<file path="config.mk">
export PLATFORM = sky130hd
export DESIGN_NAME = key_event_ctrl
export DESIGN_NICKNAME = d
export VERILOG_FILES = /design/src/rtl/key_event_pkg.sv /design/src/rtl/key_event_fifo.sv /design/src/rtl/key_event_ctrl.sv
export SDC_FILE = /design/constraint.sdc
export NUM_CORES = 1
export LEC_CHECK = 0
export ABC_AREA = 1
export BUFFER_PORTS_ARGS = -buffer_cell sky130_fd_sc_hd__buf_4
export CAP_MARGIN = 20
export CORE_UTILIZATION = 50
export CTS_CLUSTER_SIZE = 14
export DETAILED_ROUTE_END_ITERATION = 7
export PLACE_DENSITY = 0.66
export SLEW_MARGIN = 20
export SYNTH_ARGS = -nofsm -noshare
export SYNTH_HDL_FRONTEND = slang
export SYNTH_SLANG_ARGS = --single-unit
export TNS_END_PERCENT = 5
</file>
<file path="constraint.sdc">
create_clock -name sys_clk -period 2.78 [get_ports sys_clk]
set_input_delay 0.695 -clock sys_clk [delete_from_list [all_inputs] [get_ports sys_clk]]
set_output_delay 0.695 -clock sys_clk [all_outputs]
set_load 0.05 [all_outputs]
</file>
<file path="src/rtl/key_event_pkg.sv">
// Shared event codes and sizing helpers for the key event controller.
package key_event_pkg;

  typedef enum logic [1:0] {
    EV_NONE    = 2'b00,
    EV_PRESS   = 2'b01,
    EV_RELEASE = 2'b10,
    EV_HOLD    = 2'b11
  } ev_code_e;

  localparam int EV_CODE_W = 2;

  // ceil(log2(n)), never below 1 so single-entry fields still get a bit
  function automatic int clog2_min1(input int n);
    return (n > 2) ? $clog2(n) : 1;
  endfunction

  // FIFO record: {key index, event code}
  function automatic int ev_rec_width(input int nkeys);
    return clog2_min1(nkeys) + EV_CODE_W;
  endfunction

endpackage

</file>
<file path="src/rtl/key_event_fifo.sv">
// First-word-fall-through event FIFO; a push is accepted while full only
// when a pop happens on the same edge.
module key_event_fifo
  import key_event_pkg::*;
#(
  parameter int WIDTH = 4,
  parameter int DEPTH = 4
) (
  input  logic             sys_clk,
  input  logic             sys_rst_n,
  input  logic             push,
  input  logic [WIDTH-1:0] push_data,
  output logic             full,
  input  logic             pop,
  output logic [WIDTH-1:0] pop_data,
  output logic             empty
);

  localparam int AW = clog2_min1(DEPTH);
  localparam logic [AW:0] FULL_CNT = (AW+1)'(DEPTH);

  logic [WIDTH-1:0] mem [DEPTH];
  logic [AW-1:0]    wr_ptr;
  logic [AW-1:0]    rd_ptr;
  logic [AW:0]      count;
  logic             do_push;
  logic             do_pop;

  assign empty    = (count == '0);
  assign full     = (count == FULL_CNT);
  assign do_pop   = pop && !empty;
  assign do_push  = push && (!full || do_pop);
  assign pop_data = mem[rd_ptr];

  always_ff @(posedge sys_clk) begin
    if (!sys_rst_n) begin
      wr_ptr <= '0;
      rd_ptr <= '0;
      count  <= '0;
    end else begin
      if (do_push) wr_ptr <= wr_ptr + AW'(1);
      if (do_pop)  rd_ptr <= rd_ptr + AW'(1);
      case ({do_push, do_pop})
        2'b10:   count <= count + (AW+1)'(1);
        2'b01:   count <= count - (AW+1)'(1);
        default: count <= count;
      endcase
    end
  end

  always_ff @(posedge sys_clk) begin
    if (do_push) mem[wr_ptr] <= push_data;
  end

endmodule

</file>
<file path="src/rtl/key_event_ctrl.sv">
// Shared-tick debounce for NKEYS keys, press/release/hold event generation,
// lowest-index arbitration into an event FIFO with valid/ready handshake.
module key_event_ctrl
  import key_event_pkg::*;
#(
  parameter int NKEYS      = 4,
  parameter int TICK_DIV   = 50000,
  parameter int DEB_TICKS  = 20,
  parameter int HOLD_TICKS = 1000,
  parameter int FIFO_DEPTH = 4
) (
  input  logic                          sys_clk,
  input  logic                          sys_rst_n,
  input  logic [NKEYS-1:0]              key,
  output logic [NKEYS-1:0]              key_state,
  output logic                          ev_valid,
  input  logic                          ev_ready,
  output logic [clog2_min1(NKEYS)-1:0]  ev_key,
  output logic [1:0]                    ev_code,
  output logic                          ev_overflow,
  input  logic                          clr_overflow
);

  localparam int KEY_W  = clog2_min1(NKEYS);
  localparam int EV_W   = ev_rec_width(NKEYS);
  localparam int PS_W   = clog2_min1(TICK_DIV);
  localparam int DEB_W  = clog2_min1(DEB_TICKS);
  localparam int HOLD_W = clog2_min1(HOLD_TICKS);

  localparam logic [PS_W-1:0]   PS_LAST   = PS_W'(TICK_DIV - 1);
  localparam logic [DEB_W-1:0]  DEB_LAST  = DEB_W'(DEB_TICKS - 1);
  localparam logic [HOLD_W-1:0] HOLD_LAST = HOLD_W'(HOLD_TICKS - 1);

  logic [NKEYS-1:0]  sync_q1;
  logic [NKEYS-1:0]  sync_q2;
  logic [NKEYS-1:0]  s_pressed;
  logic [PS_W-1:0]   ps_cnt;
  logic              tick;

  logic [DEB_W-1:0]  deb_cnt   [NKEYS];
  logic [HOLD_W-1:0] hold_cnt  [NKEYS];
  logic [NKEYS-1:0]  hold_done;
  logic [1:0]        pend_code [NKEYS];
  logic [1:0]        raise_code[NKEYS];
  logic [NKEYS-1:0]  flip;
  logic [NKEYS-1:0]  hold_hit;
  logic              drop;

  logic              sel_valid;
  logic [KEY_W-1:0]  sel_idx;
  logic [1:0]        sel_code;
  logic              push;
  logic              pop;
  logic              fifo_full;
  logic              fifo_empty;
  logic [EV_W-1:0]   head_data;

  // Synchroniser resets to released so a key held through reset must debounce again
  always_ff @(posedge sys_clk) begin
    if (!sys_rst_n) begin
      sync_q1 <= '1;
      sync_q2 <= '1;
    end else begin
      sync_q1 <= key;
      sync_q2 <= sync_q1;
    end
  end

  assign s_pressed = ~sync_q2;

  always_ff @(posedge sys_clk) begin
    if (!sys_rst_n)  ps_cnt <= '0;
    else if (tick)   ps_cnt <= '0;
    else             ps_cnt <= ps_cnt + PS_W'(1);
  end

  assign tick = (ps_cnt == PS_LAST);

  always_comb begin
    flip      = '0;
    hold_hit  = '0;
    drop      = 1'b0;
    sel_valid = 1'b0;
    sel_idx   = '0;
    sel_code  = EV_NONE;
    for (int i = 0; i < NKEYS; i++) begin
      raise_code[i] = EV_NONE;
      flip[i]       = tick && (s_pressed[i] != key_state[i]) && (deb_cnt[i] == DEB_LAST);
      hold_hit[i]   = tick && key_state[i] && !hold_done[i] && (hold_cnt[i] == HOLD_LAST);
      // a release on the same tick as the hold threshold wins
      if (flip[i])          raise_code[i] = s_pressed[i] ? EV_PRESS : EV_RELEASE;
      else if (hold_hit[i]) raise_code[i] = EV_HOLD;
      if (raise_code[i] != EV_NONE && pend_code[i] != EV_NONE) drop = 1'b1;
    end
    for (int i = NKEYS - 1; i >= 0; i--) begin
      if (pend_code[i] != EV_NONE) begin
        sel_valid = 1'b1;
        sel_idx   = KEY_W'(i);
        sel_code  = pend_code[i];
      end
    end
  end

  assign pop  = ev_valid && ev_ready;
  assign push = sel_valid && (!fifo_full || pop);

  always_ff @(posedge sys_clk) begin
    if (!sys_rst_n) begin
      key_state <= '0;
      hold_done <= '0;
      for (int i = 0; i < NKEYS; i++) begin
        deb_cnt[i]   <= '0;
        hold_cnt[i]  <= '0;
        pend_code[i] <= EV_NONE;
      end
    end else begin
      for (int i = 0; i < NKEYS; i++) begin
        if (tick) begin
          if (s_pressed[i] == key_state[i]) begin
            deb_cnt[i] <= '0;
          end else if (flip[i]) begin
            key_state[i] <= s_pressed[i];
            deb_cnt[i]   <= '0;
          end else begin
            deb_cnt[i] <= deb_cnt[i] + DEB_W'(1);
          end

          if (!key_state[i] || flip[i]) begin
            hold_cnt[i]  <= '0;
            hold_done[i] <= 1'b0;
          end else if (!hold_done[i]) begin
            if (hold_hit[i]) hold_done[i] <= 1'b1;
            else             hold_cnt[i]  <= hold_cnt[i] + HOLD_W'(1);
          end
        end

        if (push && sel_idx == KEY_W'(i))
          pend_code[i] <= EV_NONE;
        else if (raise_code[i] != EV_NONE && pend_code[i] == EV_NONE)
          pend_code[i] <= raise_code[i];
      end
    end
  end

  always_ff @(posedge sys_clk) begin
    if (!sys_rst_n)        ev_overflow <= 1'b0;
    else if (drop)         ev_overflow <= 1'b1;
    else if (clr_overflow) ev_overflow <= 1'b0;
  end

  key_event_fifo #(
    .WIDTH (EV_W),
    .DEPTH (FIFO_DEPTH)
  ) u_fifo (
    .sys_clk   (sys_clk),
    .sys_rst_n (sys_rst_n),
    .push      (push),
    .push_data ({sel_idx, sel_code}),
    .full      (fifo_full),
    .pop       (pop),
    .pop_data  (head_data),
    .empty     (fifo_empty)
  );

  assign ev_valid          = !fifo_empty;
  assign {ev_key, ev_code} = ev_valid ? head_data : '0;

endmodule

</file>
==> results of run 1 <==
==> worst max-delay path by stage <==
stage	to	cells past startpoint	startpoint	slack, ps
global placement	u_fifo.count[2]$_SDFFE_PN0P_	11	ev_ready	250
floorplan	ev_code[0]	4	u_fifo.count[0]$_SDFFE_PN0P_	370
detailed placement	u_fifo.count[2]$_SDFFE_PN0P_	11	ev_ready	190
global route	u_fifo.count[2]$_SDFFE_PN0P_	10	pend_code[1][1]$_SDFFCE_PN0P_	70
finish	u_fifo.count[2]$_SDFFE_PN0P_	10	pend_code[1][1]$_SDFFCE_PN0P_	270
CTS	u_fifo.count[2]$_SDFFE_PN0P_	10	pend_code[1][1]$_SDFFCE_PN0P_	320
==> report_power, final <==
group          internal [mW]  leakage (nW)  total [mW]  switching, mW
Combinational          0.211          1.38       0.685          0.474
Clock                   1.30         0.272        2.08          0.784
Sequential              2.16          1.15        2.25         0.0932
Total                   3.67          2.80        5.02           1.35
==> critical path, cell delays in order, from the launching register on <==
cell	delay, ps
edfxtp_1	400
nor2_1	280
nand2_1	140
o21ai_2	360
ha_1	220
inv_1	80
fa_1	440
a21oi_1	160
o21ai_0	120
o21ai_0	150
a21oi_1	60
==> kinds of logic (layout without fill, tap and decap cells) <==
kind of cell | Yosys count | in the layout | share of synthesized area
adder cells (fa/ha/maj) | 15 | 15 | 0.0316
flip-flops | 126 | 126 | 0.545
buffers and inverters | 95 | 144 | 0.0596
XOR/XNOR | 35 | 35 | 0.0497
AO/OA/AOI/OAI | 82 | 82 | 0.0696
AND/OR/NAND/NOR | 338 | 338 | 0.244
==> cell usage in the layout (no fill, tap or decap), drive strengths merged <==
cell and instances:
edfxtp 84, ha 14, o311ai 1, nor2 140
nand4 9, buf 24, nor4 1, dfxtp 42
clkbuf 18, a21o 1, nand3b 6, fa 1
nor3 11, or3 1, xor2 23, or2 22
clkinvlp 3, a21oi 50, inv 87, nand2 100
a31oi 2, xnor2 12, nand3 43, o21bai 1
clkinv 10, o21ai 27, bufinv 2, and3 1
nor3b 4
==> metal layers <==
layer	vias to the layer above	track usage
met4	0	0.108
met3	28	0.0482
met1	2086	0.236
met5	-	0
met2	73	0.320
li1	2349	-
==> cell usage after synthesis, types with 2 or more instances <==
master,instances,share of area
or2_1,4,0.0041
xor2_1,23,0.033
ha_1,14,0.028
nor3b_1,4,0.0049
nor2_4,2,0.0037
clkbuf_1,4,0.0024
inv_2,5,0.0030
or2_2,17,0.017
nand2_1,97,0.059
a31oi_1,2,0.0020
inv_1,82,0.050
nand3b_1,6,0.0073
nor2_1,136,0.083
dfxtp_1,42,0.14
nor2_2,2,0.0020
edfxtp_1,84,0.41
a21oi_1,49,0.040
nand3_1,42,0.034
o21ai_0,26,0.021
nand4_1,9,0.0091
nor3_2,2,0.0032
xnor2_1,12,0.017
buf_2,2,0.0016
nor3_1,9,0.0073
nand2_2,2,0.0020
==> final cells by class <==
class / count / area [µm²]
Fill cell: 1052 / 4960
Sequential cell: 126 / 3360
Multi-Input combinational cell: 470 / 2440
Clock buffer: 18 / 429
Inverter: 88 / 332
Tap cell: 147 / 184
Timing Repair Buffer: 24 / 180
Clock inverter: 14 / 126
==> state kept, by name (all words and copies together) (netlist names), named ones only <==
name,cells
deb_cnt,20
ev_overflow,1
hold_cnt,40
hold_done,4
key_state,4
pend_code,8
ps_cnt,16
sync_q1,4
sync_q2,4
u_fifo.count,3
u_fifo.mem,16
u_fifo.rd_ptr,2
u_fifo.wr_ptr,2
==> metrics by stage <==
step                      total power [mW]  instances   util  hold slack, ps
final                                 5.02        887  0.587             410
after global routing                  5.22        887  0.587             431
after CTS                             5.06        887  0.587             410
after detailed placement              2.97        855  0.541             397
after global placement                2.94        855  0.541             399
after floorplan                       2.77        691      -             393
==> flow_metrics.env, run 1 <==
export IMPL_worstHoldPathType="reg2reg"
export IMPL_start_util=0.514
export IMPL_worstPathRequired_ps=3080
export IMPL_crit_fanout=10
export IMPL_dr_wl_met3_um=375
export IMPL_core_area_um2=12000
export IMPL_powerDensity_nw_per_um2=711
export IMPL_seq_area_frac_synth=0.545
export IMPL_htreeDepth=4
export IMPL_grt_overflow_total=0
export IMPL_clockBufferDepth=2
export IMPL_p_leak_nw=2.80
export IMPL_finalSetupViolations=0
export IMPL_drive_gt1_frac=0.120
export IMPL_clock_fmax_mhz=399
export IMPL_reg2reg_slack_ps=270
export IMPL_clock_skew_ps=4.10
export IMPL_syn_avg_cell_area_um2=8.93
export IMPL_io_pins=18
export IMPL_cts_resized=0
export IMPL_ant_nets=0
export IMPL_whs_path_depth=1
export IMPL_cts_tree="built"
export IMPL_yosysWarningCount=0
export IMPL_pre_cts_ws_ps=190
export IMPL_r2r_end="u_fifo.count[2]$_SDFFE_PN0P_"
export IMPL_grt_pass1_vias=4471
export IMPL_vias=4536
export IMPL_hold_path_end="sync_q2[1]$_SDFF_PN1_"
export IMPL_portBuffers=17
export IMPL_fin_tns_setup_ps=0
export IMPL_die_h_um=113
export IMPL_grt_max_degree=38
export IMPL_end_kind="register"
export IMPL_status="completed"
export IMPL_cts_inserted_buffers=17
export IMPL_fin_crit_sh=0.901
export IMPL_wl_per_cell_um=12.7
export IMPL_final_nets=750
export IMPL_drc_errors=0
export IMPL_synth_seq_cells=126
export IMPL_clock_root_buffer="clkbuf_16"
export IMPL_fin_area_um2=7050
export IMPL_syn_to_final_growth_pct=14.3
export IMPL_finalCriticalPeriod_ps=2510
export IMPL_path_clk_slew_ps=50
export IMPL_met2_length_um=5280
export IMPL_grt_setup_unrepaired="no"
export IMPL_worst_slew_pin_slew_ps=597
export IMPL_rows=40
export IMPL_synth_flop_cell="edfxtp_1"
export IMPL_die_w_um=113
export IMPL_clock_sinks=126
export IMPL_slew_viol_final=0
export IMPL_place_area_um2=6500
export IMPL_synthDistinctLibCells=39
export IMPL_topRoutingLayerUsed="met4"
export IMPL_slew_headroom=0.597
export IMPL_r2r_start="pend_code[1][1]$_SDFFCE_PN0P_"
export IMPL_vias_per_cell=5.11
export IMPL_min_from="sync_q1[1]$_SDFF_PN1_"
export IMPL_track_usage=0.195
export IMPL_gp_congestion=0.808
export IMPL_worst_ir_drop_vdd_uv=422
export IMPL_finalHoldViolCount=0
export IMPL_synthCells=691
export IMPL_die_area_um2=12800
export IMPL_critical_path_class="reg2reg"
export IMPL_synthesis_area_um2=6170
export IMPL_synth_edff_count=84
export IMPL_ctsHoldBuffers=0
export IMPL_postCtsSetupBuffers=0
export IMPL_clock_latency_ps=410
export IMPL_rr_worst_depth=10
export IMPL_drt_met1_wl_um=5370
export IMPL_place_hpwl_um=7980
export IMPL_grt_pass1_wl_um=19600
export IMPL_dr_pass1_iters=4
export IMPL_diodes=0
export IMPL_dr_first_iter_drc_count=268
export IMPL_antenna_found_initial=0
export IMPL_async_flop_share=0
export IMPL_wirelength_um=11300
export IMPL_start_kind="register"
export IMPL_maxCapViolCount=0
export IMPL_fin_ws_ps=275
export IMPL_arrival_ps=2800
export IMPL_synth_nets=714
Note: power is estimated with default switching activity, not from simulation.
==> inputs of run 2 (changes only) <==
- REMOVE_ABC_BUFFERS: not set -> 1
==> flow_metrics.env, run 2 (synthesized netlist as in run 1, its figures left out) <==
export IMPL_cts_tree="built"
export IMPL_drt_met1_wl_um=5310
export IMPL_grt_pass1_vias=4383
export IMPL_clock_fmax_mhz=409
export IMPL_drc_errors=0
export IMPL_dr_first_iter_drc_count=236
export IMPL_multi_input_area_um2=2440
export IMPL_topRoutingLayerUsed="met4"
export IMPL_grt_overflow_total=0
export IMPL_clock_skew_ps=8.08
export IMPL_htreeDepth=4
export IMPL_place_inst=855
export IMPL_cts_inserted_buffers=17
export IMPL_min_from="sync_q1[0]$_SDFF_PN1_"
export IMPL_die_h_um=113
export IMPL_worst_slew_pin_slew_ps=554
export IMPL_diodes=0
export IMPL_powerDensity_nw_per_um2=730
export IMPL_place_area_um2=6500
export IMPL_grt_pass1_wl_um=19300
export IMPL_vias_per_cell=5.06
export IMPL_clock_sinks=126
export IMPL_reg2reg_slack_ps=330
export IMPL_top_regs="hold_cnt: 40 flops, deb_cnt: 20 flops"
export IMPL_critical_path_class="reg2reg"
export IMPL_dr_wl_met3_um=387
export IMPL_vias=4486
export IMPL_met2_length_um=5520
export IMPL_pre_cts_ws_ps=206
export IMPL_dr_pass1_iters=5
export IMPL_path_cells="nor2_1, nand2_1, o21ai_2, ha_1, inv_1, fa_1, a21oi_1, o21ai_0, o21ai_0, a21oi_1"
export IMPL_finalSetupViolations=0
export IMPL_crit_slowest_cell="fa_1"
export IMPL_die_w_um=113
export IMPL_cpPeakStageDelay_ps=440
export IMPL_io_pins=18
export IMPL_grt_max_degree=38
export IMPL_largest_register_ffs=40
export IMPL_drive_gt1_frac=0.120
export IMPL_wirelength_um=11300
export IMPL_clockBufferDepth=2
export IMPL_worstPathRequired_ps=3080
export IMPL_clock_latency_ps=420
export IMPL_fin_cells=887
export IMPL_n_fill_cell=1032
export IMPL_worstHoldPathType="reg2reg"
export IMPL_slew_headroom=0.626
export IMPL_largest_register="hold_cnt"
export IMPL_hold_ws_ps=413
export IMPL_syn_to_final_growth_pct=15.3
export IMPL_layout_commonest_cell="nor2_1"
export IMPL_worst_path_buf_inv=1
export IMPL_core_area_um2=12000
export IMPL_ant_nets=0
export IMPL_start_util=0.514
export IMPL_r2r_start="pend_code[1][1]$_SDFFCE_PN0P_"
export IMPL_track_usage=0.194
export IMPL_fin_tns_setup_ps=0
export IMPL_cts_resized=0
export IMPL_start_kind="register"
export IMPL_rows=40
export IMPL_p_leak_nw=2.83
export IMPL_final_nets=750
export IMPL_status="completed"
export IMPL_fin_ws_ps=334
export IMPL_clock_root_buffer="clkbuf_16"
export IMPL_die_area_um2=12800
export IMPL_ctsHoldBuffers=0
export IMPL_worst_ir_drop_vdd_uv=419
export IMPL_seq_area_um2=3360
export IMPL_whs_path_depth=1
export IMPL_gp_congestion=0.814
export IMPL_fin_crit_sh=0.880
export IMPL_place_hpwl_um=7940
export IMPL_postCtsSetupBuffers=0
export IMPL_finalCriticalPeriod_ps=2450
export IMPL_end_kind="register"
export IMPL_portBuffers=17
export IMPL_slew_viol_final=0
export IMPL_rr_worst_depth=10
export IMPL_path_clk_slew_ps=50
export IMPL_finalHoldViolCount=0
export IMPL_fin_area_um2=7110
export IMPL_crit_fanout=10
export IMPL_grt_setup_unrepaired="no"
export IMPL_crit_family="compound AO/OA/AOI/OAI gates"
export IMPL_wl_per_cell_um=12.8
export IMPL_layout_common_cells="nor2_1 (136), nand2_1 (97), edfxtp_1 (84)"
export IMPL_arrival_ps=2740
export IMPL_r2r_end="u_fifo.count[2]$_SDFFE_PN0P_"
export IMPL_hold_path_end="sync_q2[0]$_SDFF_PN1_"
export IMPL_antenna_found_initial=0
export IMPL_maxCapViolCount=0
[run 2: through the flow]
stage	utilization	power (mW)
finish	0.592	5.19
global route	0.592	5.39
CTS	0.592	5.23
detailed placement	0.541	2.97
global placement	0.541	2.94
floorplan	-	2.76
[run 2: where the power goes]
part           leakage (nW)  switching, mW  internal [mW]
clock network         0.298          0.797           1.46
logic                  1.38          0.469          0.210
registers              1.15         0.0930           2.16
[run 2: worst max-delay path by stage]
| stage | start | endpoint | slack (ps) | depth (start not counted) |
|---|---|---|---|---|
| 2_1_floorplan | ps_cnt[0]$_SDFF_PP0_ | hold_cnt[1][0]$_SDFFCE_PN0P_ | 190 | 7 |
| 5_1_grt | pend_code[1][1]$_SDFFCE_PN0P_ | u_fifo.count[2]$_SDFFE_PN0P_ | 150 | 10 |
| 6_report | pend_code[1][1]$_SDFFCE_PN0P_ | u_fifo.count[2]$_SDFFE_PN0P_ | 330 | 10 |
| 4_1_cts | pend_code[1][1]$_SDFFCE_PN0P_ | u_fifo.count[2]$_SDFFE_PN0P_ | 330 | 10 |
| 3_5_place_dp | ev_ready | u_fifo.count[2]$_SDFFE_PN0P_ | 210 | 11 |
| 3_3_place_gp | ev_ready | u_fifo.count[2]$_SDFFE_PN0P_ | 260 | 11 |
[run 2: cell type report]
cell class,count,share of cell area
Inverter,88,0.0466
Clock inverter,9,0.0146
Timing Repair Buffer,24,0.0253
Clock buffer,23,0.0716
Sequential cell,126,0.473
Multi-Input combinational cell,470,0.343
Tap cell,147,0.0259
[run 2: layer usage]
| layer | up-vias | global-route usage |
|---|---|---|
| met4 | 0 | 0.0737 |
| met1 | 2067 | 0.245 |
| met3 | 12 | 0.0611 |
| li1 | 2345 | - |
| met2 | 62 | 0.314 |
| met5 | - | 0 |
